## config.mk

```make
export PLATFORM = sky130hd
export DESIGN_NAME = regfile_scoreboard_flat
export DESIGN_NICKNAME = d
export VERILOG_FILES = /design/src/rtl/regfile_pkg.sv /design/src/rtl/regfile_if.sv /design/src/rtl/regfile_bypass_mux.sv /design/src/rtl/regfile_scoreboard.sv /design/src/flat_wrapper.sv
export SDC_FILE = /design/constraint.sdc
export NUM_CORES = 2
export LEC_CHECK = 0
export ABC_AREA = 1
export CAP_MARGIN = 20
export CORE_ASPECT_RATIO = 1.25
export CORE_UTILIZATION = 45
export CTS_BUF_LIST = sky130_fd_sc_hd__clkbuf_16
export DETAILED_ROUTE_END_ITERATION = 6
export GPL_ROUTABILITY_DRIVEN = 1
export PLACE_DENSITY_LB_ADDON = 0.2
export SETUP_SLACK_MARGIN = 0.3
export SYNTH_ARGS = -nofsm -noshare
export SYNTH_HDL_FRONTEND = slang
export SYNTH_HIERARCHICAL = 1
export SYNTH_SLANG_ARGS = --single-unit
```

## constraint.sdc

```tcl
create_clock -name clk -period 33.1 [get_ports clk]
set_clock_uncertainty 0.15 [all_clocks]
set_input_delay 4.965 -clock clk [delete_from_list [all_inputs] [get_ports clk]]
set_output_delay 4.965 -clock clk [all_outputs]
set_load 0.02 [all_outputs]
```

## src/rtl/regfile_pkg.sv

```systemverilog
// Shared types, default sizing and helpers for the integer register file with busy scoreboard.
// Latency: n/a (declarations only).
// Backpressure: n/a.
package regfile_pkg;

   localparam int DEF_DATA_WIDTH  = 32;
   localparam int DEF_REG_NUM     = 32;
   localparam int DEF_REG_NUM_BIT = 5;
   localparam int DEF_RD_PORTS    = 2;
   localparam int DEF_WR_PORTS    = 1;

   typedef logic [DEF_REG_NUM_BIT-1:0] reg_addr_t;
   typedef logic [DEF_DATA_WIDTH-1:0]  reg_data_t;

   localparam reg_addr_t ZERO_REG = '0;

   // One-hot register mask for the default register count; x0 maps to bit 0 like any other.
   function automatic logic [DEF_REG_NUM-1:0] onehot_dec(input reg_addr_t addr);
      logic [DEF_REG_NUM-1:0] mask;
      mask = '0;
      for (int r = 0; r < DEF_REG_NUM; r++) begin
         if (addr == reg_addr_t'(r)) mask[r] = 1'b1;
      end
      return mask;
   endfunction

endpackage

```

## src/rtl/regfile_if.sv

```systemverilog
// Issue/read/writeback bundle between decode-issue, writeback and the register file.
// Latency: n/a (wiring only).
// Backpressure: issue_ready is the only backpressure; writebacks are never refused.
interface regfile_if #(
   parameter int DATA_WIDTH  = 32,
   parameter int REG_NUM_BIT = 5,
   parameter int RD_PORTS    = 2,
   parameter int WR_PORTS    = 1
);
   logic [RD_PORTS*REG_NUM_BIT-1:0] raddr;
   logic [RD_PORTS-1:0]             ren;
   logic [RD_PORTS*DATA_WIDTH-1:0]  rdata;
   logic                            issue_valid;
   logic                            issue_ready;
   logic                            issue_wen;
   logic [REG_NUM_BIT-1:0]          issue_rd;
   logic [WR_PORTS-1:0]             wb_valid;
   logic [WR_PORTS*REG_NUM_BIT-1:0] wb_addr;
   logic [WR_PORTS*DATA_WIDTH-1:0]  wb_data;
   logic                            flush;
   logic [REG_NUM_BIT:0]            busy_cnt;

   // Pipeline side: decode/issue plus writeback.
   modport master (
      output raddr, ren, issue_valid, issue_wen, issue_rd,
             wb_valid, wb_addr, wb_data, flush,
      input  rdata, issue_ready, busy_cnt
   );

   // Register file side.
   modport slave (
      input  raddr, ren, issue_valid, issue_wen, issue_rd,
             wb_valid, wb_addr, wb_data, flush,
      output rdata, issue_ready, busy_cnt
   );
endinterface

```

## src/rtl/regfile_bypass_mux.sv

```systemverilog
// Per-address writeback bypass: selects same-cycle writeback data over the stored value; x0 reads 0.
// Latency: combinational.
// Backpressure: none; wb_hit tells the scoreboard a busy register is being resolved this cycle.
module regfile_bypass_mux
   import regfile_pkg::*;
#(
   parameter int DATA_WIDTH  = 32,
   parameter int REG_NUM     = 32,
   parameter int REG_NUM_BIT = 5,
   parameter int WR_PORTS    = 1
) (
   input  logic [REG_NUM_BIT-1:0]          raddr,
   input  logic [DATA_WIDTH-1:0]           rf_val,
   input  logic [WR_PORTS-1:0]             wb_valid,
   input  logic [WR_PORTS*REG_NUM_BIT-1:0] wb_addr,
   input  logic [WR_PORTS*DATA_WIDTH-1:0]  wb_data,
   output logic [DATA_WIDTH-1:0]           rdata,
   output logic                            wb_hit
);

   logic                  in_range;
   logic [DATA_WIDTH-1:0] byp_dat;

   assign in_range = ({1'b0, raddr} < (REG_NUM_BIT+1)'(REG_NUM));

   // Scan ports in ascending order so the highest-index matching port overrides lower ones.
   always_comb begin
      wb_hit  = 1'b0;
      byp_dat = '0;
      for (int p = 0; p < WR_PORTS; p++) begin
         if (wb_valid[p] && in_range && (wb_addr[p*REG_NUM_BIT +: REG_NUM_BIT] == raddr)) begin
            wb_hit  = 1'b1;
            byp_dat = wb_data[p*DATA_WIDTH +: DATA_WIDTH];
         end
      end
   end

   // x0 always reads zero, even if a writeback targets it this cycle.
   always_comb begin
      rdata = rf_val;
      if (raddr == REG_NUM_BIT'(ZERO_REG)) rdata = '0;
      else if (wb_hit)                     rdata = byp_dat;
   end

endmodule

```

## src/rtl/regfile_scoreboard.sv

```systemverilog
// Multi-port register file with per-register busy scoreboard and writeback bypass; RF_TRACE_EN adds a sim trace.
// Latency: reads and issue_ready combinational; writes, busy bits and busy_cnt update on the next posedge.
// Backpressure: issue_ready drops on RAW/WAW hazard against an unresolved busy register, or during flush.
module regfile_scoreboard
   import regfile_pkg::*;
#(
   parameter int DATA_WIDTH  = DEF_DATA_WIDTH,
   parameter int REG_NUM     = DEF_REG_NUM,
   parameter int REG_NUM_BIT = DEF_REG_NUM_BIT,
   parameter int RD_PORTS    = DEF_RD_PORTS,
   parameter int WR_PORTS    = DEF_WR_PORTS
) (
   input logic     clk,
   input logic     rst,
   regfile_if.slave bus
);

   logic [DATA_WIDTH-1:0]  rf [REG_NUM];
   logic [REG_NUM-1:0]     busy;
   logic [REG_NUM_BIT:0]   busy_cnt_q;

   logic [DATA_WIDTH-1:0]  rf_rd   [RD_PORTS];
   logic [DATA_WIDTH-1:0]  rd_dat  [RD_PORTS];
   logic [RD_PORTS-1:0]    rd_hit;
   logic [RD_PORTS-1:0]    rd_busy;

   logic                   dst_hit;
   logic                   dst_busy;
   logic [DATA_WIDTH-1:0]  dst_unused_dat;

   logic                   src_haz;
   logic                   dst_haz;
   logic                   fire;
   logic [REG_NUM-1:0]     set_mask;
   logic [REG_NUM-1:0]     clr_mask;
   logic [REG_NUM-1:0]     busy_next;
   logic                   inc;
   logic [REG_NUM_BIT:0]   dec_cnt;
   logic [REG_NUM_BIT:0]   cnt_next;

   // Stored value and busy bit per read port; out-of-range addresses read as 0 and never busy.
   always_comb begin
      for (int i = 0; i < RD_PORTS; i++) begin
         rf_rd[i]   = '0;
         rd_busy[i] = 1'b0;
         for (int r = 0; r < REG_NUM; r++) begin
            if (bus.raddr[i*REG_NUM_BIT +: REG_NUM_BIT] == REG_NUM_BIT'(r)) begin
               rf_rd[i]   = rf[r];
               rd_busy[i] = busy[r];
            end
         end
      end
   end

   genvar gi;
   generate
      for (gi = 0; gi < RD_PORTS; gi++) begin : g_rd
         regfile_bypass_mux #(
            .DATA_WIDTH  (DATA_WIDTH),
            .REG_NUM     (REG_NUM),
            .REG_NUM_BIT (REG_NUM_BIT),
            .WR_PORTS    (WR_PORTS)
         ) u_mux (
            .raddr    (bus.raddr[gi*REG_NUM_BIT +: REG_NUM_BIT]),
            .rf_val   (rf_rd[gi]),
            .wb_valid (bus.wb_valid),
            .wb_addr  (bus.wb_addr),
            .wb_data  (bus.wb_data),
            .rdata    (rd_dat[gi]),
            .wb_hit   (rd_hit[gi])
         );
      end
   endgenerate

   // Same bypass logic tells whether the destination's pending write lands this cycle.
   regfile_bypass_mux #(
      .DATA_WIDTH  (DATA_WIDTH),
      .REG_NUM     (REG_NUM),
      .REG_NUM_BIT (REG_NUM_BIT),
      .WR_PORTS    (WR_PORTS)
   ) u_dst_mux (
      .raddr    (bus.issue_rd),
      .rf_val   ('0),
      .wb_valid (bus.wb_valid),
      .wb_addr  (bus.wb_addr),
      .wb_data  (bus.wb_data),
      .rdata    (dst_unused_dat),
      .wb_hit   (dst_hit)
   );

   // Pack per-port read data onto the bus.
   always_comb begin
      bus.rdata = '0;
      for (int i = 0; i < RD_PORTS; i++) begin
         bus.rdata[i*DATA_WIDTH +: DATA_WIDTH] = rd_dat[i];
      end
   end

   // Hazard detection and issue handshake.
   always_comb begin
      src_haz  = 1'b0;
      dst_busy = 1'b0;
      for (int i = 0; i < RD_PORTS; i++) begin
         if (bus.ren[i] && (bus.raddr[i*REG_NUM_BIT +: REG_NUM_BIT] != REG_NUM_BIT'(ZERO_REG)) &&
             rd_busy[i] && !rd_hit[i]) begin
            src_haz = 1'b1;
         end
      end
      for (int r = 0; r < REG_NUM; r++) begin
         if (bus.issue_rd == REG_NUM_BIT'(r)) dst_busy = busy[r];
      end
      dst_haz = bus.issue_wen && (bus.issue_rd != REG_NUM_BIT'(ZERO_REG)) && dst_busy && !dst_hit;
      bus.issue_ready = !src_haz && !dst_haz && !bus.flush;
      fire = bus.issue_valid && bus.issue_ready;
   end

   // Set/clear masks; starting at r=1 keeps x0 out of the scoreboard and drops out-of-range addresses.
   always_comb begin
      set_mask = '0;
      clr_mask = '0;
      for (int r = 1; r < REG_NUM; r++) begin
         set_mask[r] = fire && bus.issue_wen && (bus.issue_rd == REG_NUM_BIT'(r));
         for (int p = 0; p < WR_PORTS; p++) begin
            if (bus.wb_valid[p] && (bus.wb_addr[p*REG_NUM_BIT +: REG_NUM_BIT] == REG_NUM_BIT'(r))) begin
               clr_mask[r] = 1'b1;
            end
         end
      end
   end

   // Next busy vector and incremental count: set wins over clear, flush wins over everything.
   always_comb begin
      busy_next = (busy & ~clr_mask) | set_mask;
      inc       = |(set_mask & ~busy);
      dec_cnt   = '0;
      for (int r = 0; r < REG_NUM; r++) begin
         dec_cnt = dec_cnt + {{REG_NUM_BIT{1'b0}}, busy[r] & clr_mask[r] & ~set_mask[r]};
      end
      cnt_next = busy_cnt_q + {{REG_NUM_BIT{1'b0}}, inc} - dec_cnt;
      if (bus.flush) begin
         busy_next = '0;
         cnt_next  = '0;
      end
   end

   // Register array write; later (higher-index) ports override earlier ones on the same address.
   always_ff @(posedge clk or posedge rst) begin
      if (rst) begin
         for (int r = 0; r < REG_NUM; r++) rf[r] <= '0;
      end else begin
         for (int p = 0; p < WR_PORTS; p++) begin
            for (int r = 1; r < REG_NUM; r++) begin
               if (bus.wb_valid[p] && (bus.wb_addr[p*REG_NUM_BIT +: REG_NUM_BIT] == REG_NUM_BIT'(r))) begin
                  rf[r] <= bus.wb_data[p*DATA_WIDTH +: DATA_WIDTH];
               end
            end
         end
      end
   end

   // Scoreboard state.
   always_ff @(posedge clk or posedge rst) begin
      if (rst) begin
         busy       <= '0;
         busy_cnt_q <= '0;
      end else begin
         busy       <= busy_next;
         busy_cnt_q <= cnt_next;
      end
   end

   assign bus.busy_cnt = busy_cnt_q;

`ifdef RF_TRACE_EN
   // Simulation trace of writebacks, issue fires and flushes.
   always @(posedge clk) begin
      if (!rst) begin
         for (int p = 0; p < WR_PORTS; p++) begin
            if (bus.wb_valid[p]) begin
               $display("wb p=%0d addr=%0d data=%h", p,
                        bus.wb_addr[p*REG_NUM_BIT +: REG_NUM_BIT],
                        bus.wb_data[p*DATA_WIDTH +: DATA_WIDTH]);
            end
         end
         if (fire)      $display("issue rd=%0d", bus.issue_rd);
         if (bus.flush) $display("flush");
         if ((|bus.wb_valid) || fire || bus.flush) $display("busy_cnt=%0d", busy_cnt_q);
      end
   end
`else
   // Trace disabled: no simulation output.
`endif

endmodule

```

## src/flat_wrapper.sv

```systemverilog
// flat-port wrapper written by rule: the top's interface ports become plain ports
module regfile_scoreboard_flat import regfile_pkg::*;
#(
   parameter int DATA_WIDTH  = DEF_DATA_WIDTH,
   parameter int REG_NUM     = DEF_REG_NUM,
   parameter int REG_NUM_BIT = DEF_REG_NUM_BIT,
   parameter int RD_PORTS    = DEF_RD_PORTS,
   parameter int WR_PORTS    = DEF_WR_PORTS
)
  (clk, rst, bus_raddr, bus_ren, bus_issue_valid, bus_issue_wen, bus_issue_rd, bus_wb_valid, bus_wb_addr, bus_wb_data, bus_flush, bus_rdata, bus_issue_ready, bus_busy_cnt);
  regfile_if #(.DATA_WIDTH(DATA_WIDTH), .REG_NUM_BIT(REG_NUM_BIT), .RD_PORTS(RD_PORTS), .WR_PORTS(WR_PORTS)) bus_i ();
  input logic clk;
  input logic rst;
  input wire logic [$bits(bus_i.raddr)-1:0] bus_raddr;
  input wire logic [$bits(bus_i.ren)-1:0] bus_ren;
  input wire logic [$bits(bus_i.issue_valid)-1:0] bus_issue_valid;
  input wire logic [$bits(bus_i.issue_wen)-1:0] bus_issue_wen;
  input wire logic [$bits(bus_i.issue_rd)-1:0] bus_issue_rd;
  input wire logic [$bits(bus_i.wb_valid)-1:0] bus_wb_valid;
  input wire logic [$bits(bus_i.wb_addr)-1:0] bus_wb_addr;
  input wire logic [$bits(bus_i.wb_data)-1:0] bus_wb_data;
  input wire logic [$bits(bus_i.flush)-1:0] bus_flush;
  output wire logic [$bits(bus_i.rdata)-1:0] bus_rdata;
  output wire logic [$bits(bus_i.issue_ready)-1:0] bus_issue_ready;
  output wire logic [$bits(bus_i.busy_cnt)-1:0] bus_busy_cnt;
  assign bus_i.raddr = bus_raddr;
  assign bus_i.ren = bus_ren;
  assign bus_i.issue_valid = bus_issue_valid;
  assign bus_i.issue_wen = bus_issue_wen;
  assign bus_i.issue_rd = bus_issue_rd;
  assign bus_i.wb_valid = bus_wb_valid;
  assign bus_i.wb_addr = bus_wb_addr;
  assign bus_i.wb_data = bus_wb_data;
  assign bus_i.flush = bus_flush;
  assign bus_rdata = bus_i.rdata;
  assign bus_issue_ready = bus_i.issue_ready;
  assign bus_busy_cnt = bus_i.busy_cnt;
  regfile_scoreboard #(.DATA_WIDTH(DATA_WIDTH), .REG_NUM(REG_NUM), .REG_NUM_BIT(REG_NUM_BIT), .RD_PORTS(RD_PORTS), .WR_PORTS(WR_PORTS)) u_core (.clk(clk), .rst(rst), .bus(bus_i));
endmodule
```

# == Word level (Yosys, flattened, before mapping) ==
# Cells that the tools add are included.
# totals
regBits,1030
latchBits,0
ramBits,0
romBits,0
in_bits,60
mem_count,0
# op_classes
n_addsub,32
multipliers,0
n_div,0
order_cmp,0
n_eq_ne,127
shift,0
mux,202
bitwise,98
n_reduce_logical,91
# ops
cell,count
$mux 32,69
$eq 5x5->1 const B,64
$add 6x1->6,30
$eq 5x4->1 const B,32
$mux 1,132
$eq 5x3->1 const B,16
$logic_and 1x1->1,78
$and 32x32->32,2
$not 32->32,2
$and 1x1->1,62
$eq 5x2->1 const B,8
$or 32x32->32,1
$reduce_or 32->1,1
$not 1->1,31
$eq 5x1->1 const B,4
$eq 5x5->1,3
$logic_not 5->1,3
$reduce_bool 5->1,3
$logic_not 1->1,6
$mux 6,1
$sub 6x6->6,1
$add 1x1->2,1

# == Depth between registers and ports, before layout ==
# depth
word_depth,77
ltp_mapped,53
mapped_depth_nobuf,52

# == Hierarchy ==
# The synthesis kept the hierarchy.
# modules_own_cells
module,n_inst,cells_each,area_per_inst_um2
regfile_scoreboard,1,7390,54029.3
regfile_bypass_mux,3,200,777.0

# == Worst setup path before layout ==
# Ideal clock, no wire load.
# synth_path
kind,input port to output port
from,in bus_raddr[0]
to,out bus_rdata[15]
t_arrival_ps,7480
required_ps,27985
setup_slack_ps,20505
stages,24
path_cell_list,inv_1 -> nor2_1 -> inv_1 -> nor2_1 -> inv_1 -> nor2_1 -> clkbuf_1 -> buf_1 -> mux2i_1 -> nand4_1 -> nor2_1 -> nand4_1 -> nor3_1 -> nand4_1 -> nor3_1 -> nand4_1 -> o21ai_0 -> nand3_1 -> o21ai_0 -> nand3_1 -> inv_1 -> nand2_1 -> nand2_1 -> nor2_1
# synth_lines
item,line_no,rtl
from (decl),flat_wrapper.sv:14,input wire logic [$bits(bus_i.raddr)-1:0] bus_raddr;
to (decl),flat_wrapper.sv:23,output wire logic [$bits(bus_i.rdata)-1:0] bus_rdata;

==> impl_metrics.py <==
metrics = {
    "critical_path": {
        "cp_top_family": "buffers and inverters",
        "crit_path_end": "bus_rdata[25]",
        "crit_slowest_cell": "clkdlybuf4s50_1",
        "worstPathRequired_ns": 27.99,
        "startpoint": "bus_raddr[1]",
        "path_buf_inv": 5,
        "end_kind": "output pin",
        "rrSetupSlack_ns": 24.15,
        "timing.rr.start": "u_core/busy[6]$_DFF_PP0_",
        "startpoint_type": "primary input",
        "worst_path_largest_cell_delay_ns": 0.75,
        "path_class": "in -> out",
        "crit_cells": 28,
        "cp.arrival_ns": 10.60,
        "rr_endpoint": "u_core/bus.busy_cnt[5]$_DFF_PP0_",
        "cp_max_fo": 25,
        "ff2ff_path_depth": 39,
    },
    "cells_and_area": {
        "area_growth_syn_to_layout_pct": 11.3,
        "final_area_um2": 62000,
        "nNetsFinal": 7840,
        "diodes": 0,
        "finalNonFillerCells": 9417,
        "fin_util_pct": 50.7,
        "drive_above_1_share_pct": 5.43,
    },
    "floorplan": {
        "std_cell_rows": 143,
        "die_w_um": 317,
        "die_area_um2": 125000,
        "dieHeight_um": 395,
        "ios": 131,
        "start_util_pct": 45.6,
        "core-area_um2": 122000,
    },
    "placement": {
        "place.gp.congestion": 0.963,
        "post_dp_cell_area_um2": 58500,
        "dp_hpwl_um": 159000,
        "placedCellCount": 9203,
        "place_ws_ns": 17.63,
        "port_buffers": 130,
    },
    "clocking": {
        "insertion_delay_ns": 0.74,
        "cts-hold-fix-buffers": 0,
        "tritoncts": "done",
        "cts_sinks": 1029,
        "cts_buffers": 110,
        "clk_pin_slew_worst_paths_ns": 0.06,
        "ctsLongestPathBuffers": 3,
        "htreeDepth": 3,
        "cts_resized": 0,
        "cts_root_buf": "clkbuf_16",
        "post_cts_buffers": 0,
    },
    "worst_hold_path": {
        "holdCritPathClass": "reg -> reg",
    },
    "global_routing": {
        "overflow": 0,
        "antenna_found_initial": 0,
        "grt_pass1_vias": 50935,
        "track_usage_pct": 36.6,
        "grt_max_degree": 154,
        "grt_pass1_wl_um": 339000,
    },
    "route": {
        "wl_um": 230000,
        "drtAntennaViolNets": 0,
        "wl_per_cell_um": 24.4,
        "firstDrtPassIters": 7,
        "vias": 55056,
        "avgViaCountPerCell": 5.85,
        "drc": 0,
        "first_iter_violations": 7772,
    },
    "sta": {
        "layout_setup_ws_ns": 17.39,
        "setup-violations-final": 0,
        "worst_pin_slew_ns": 1.24,
        "fmax_mhz": 63.6,
        "drv_slew": 0,
        "hold_viol_final": 0,
        "rsz0062_at_grt": "no",
        "maxSlewHeadroom_pct": 17.2,
        "post-route-min-period_ns": 15.71,
        "period_share_pct": 47.5,
        "final.setup.tns_ns": 0,
    },
    "pwr": {
        "peakVddDrop_v": 0.0000426,
        "power.density_nw_per_um2": 56.6,
        "p_leak_nw": 29.0,
    },
    "run_status": {
        "status": "finished clean",
    },
    "logic_synthesis": {
        "syn_nets": 7933,
        "yosys_warnings": 70,
        "netlist_instances": 7819,
        "avgSynthCellArea_um2": 7.12,
        "synth_area_um2": 55700,
    },
    "job": {
        "maxCapViolations": 0,
    },
}
==> per-layer routing <==
layer | GRT usage, % | vias to the layer above | share of wire, %
met1 | 48.2 | 25951 | 39
met2 | 55.7 | 3443 | 44
met3 | 6.33 | 726 | 10
met5 | 0 | - | 0
li1 | - | 24936 | -
met4 | 22.9 | 0 | 7.2
==> worst register-to-register path: cells and delay by family (launching register included) <==
kind | cells | cell delay, ns
fa+ha+maj | 10 | 3.95
simple gates | 19 | 2.81
xor+xnor | 2 | 0.34
compound gates | 1 | 0.57
flops | 1 | 0.54
buf+inv | 7 | 0.41
==> through the flow <==
stage / power [mW] / hold slack (ns)
after floorplan: 2.05 / 0.314
after global placement: 2.28 / 0.329
after detailed placement: 2.30 / 0.335
after CTS: 3.50 / 0.350
after global routing: 3.67 / 0.377
final: 3.51 / 0.348
==> flip-flops by register name, indices dropped and copies added, names as in the netlist <==
signal,count
u_core/bus.busy_cnt,6
u_core/busy,31
u_core/rf,992
==> how the worst min path moves through the flow <==
stage | from | end | cells after the start
3_3_place_gp | u_core/rf[281]$_DFFE_PP0P_ | u_core/rf[281]$_DFFE_PP0P_ | 2
2_1_floorplan | u_core/rf[281]$_DFFE_PP0P_ | u_core/rf[281]$_DFFE_PP0P_ | 2
3_5_place_dp | u_core/rf[812]$_DFFE_PP0P_ | u_core/rf[812]$_DFFE_PP0P_ | 2
5_1_grt | u_core/rf[101]$_DFFE_PP0P_ | u_core/rf[101]$_DFFE_PP0P_ | 2
6_report | u_core/rf[281]$_DFFE_PP0P_ | u_core/rf[281]$_DFFE_PP0P_ | 2
4_1_cts | u_core/rf[281]$_DFFE_PP0P_ | u_core/rf[281]$_DFFE_PP0P_ | 2
==> placed cells by master (no fill, tap or decap), drive strengths merged, types with 4 or more instances in the layout <==
master	instances
a21oi	192
a41oi	4
buf	169
bufinv	5
clkbuf	114
clkdlybuf4s50	130
clkinv	83
clkinvlp	5
dfrtp	1029
fa	29
ha	25
inv	751
mux2i	25
nand2	2626
nand3	202
nand4	331
nor2	706
nor3	41
nor3b	5
nor4	5
nor4b	4
o2111ai	26
o21ai	1185
o221ai	10
o22ai	90
or2	11
==> power breakdown <==
part	internal [mW]	total, mW	switching (mW)
Sequential	1.51	1.68	0.173
Combinational	0.209	0.622	0.414
Clock	0.655	1.20	0.549
==> final cells by class <==
cell class                 count  area [µm²]
inverter                     749        2820
multi-input combinational   5536       25300
tap                         1595        2000
sequential                  1029       25700
fill                       11928       60200
clock inverter                95         584
clock buffer                 113        2830
timing repair buffer         300        2660
Note: power is estimated with default switching activity, not from simulation.
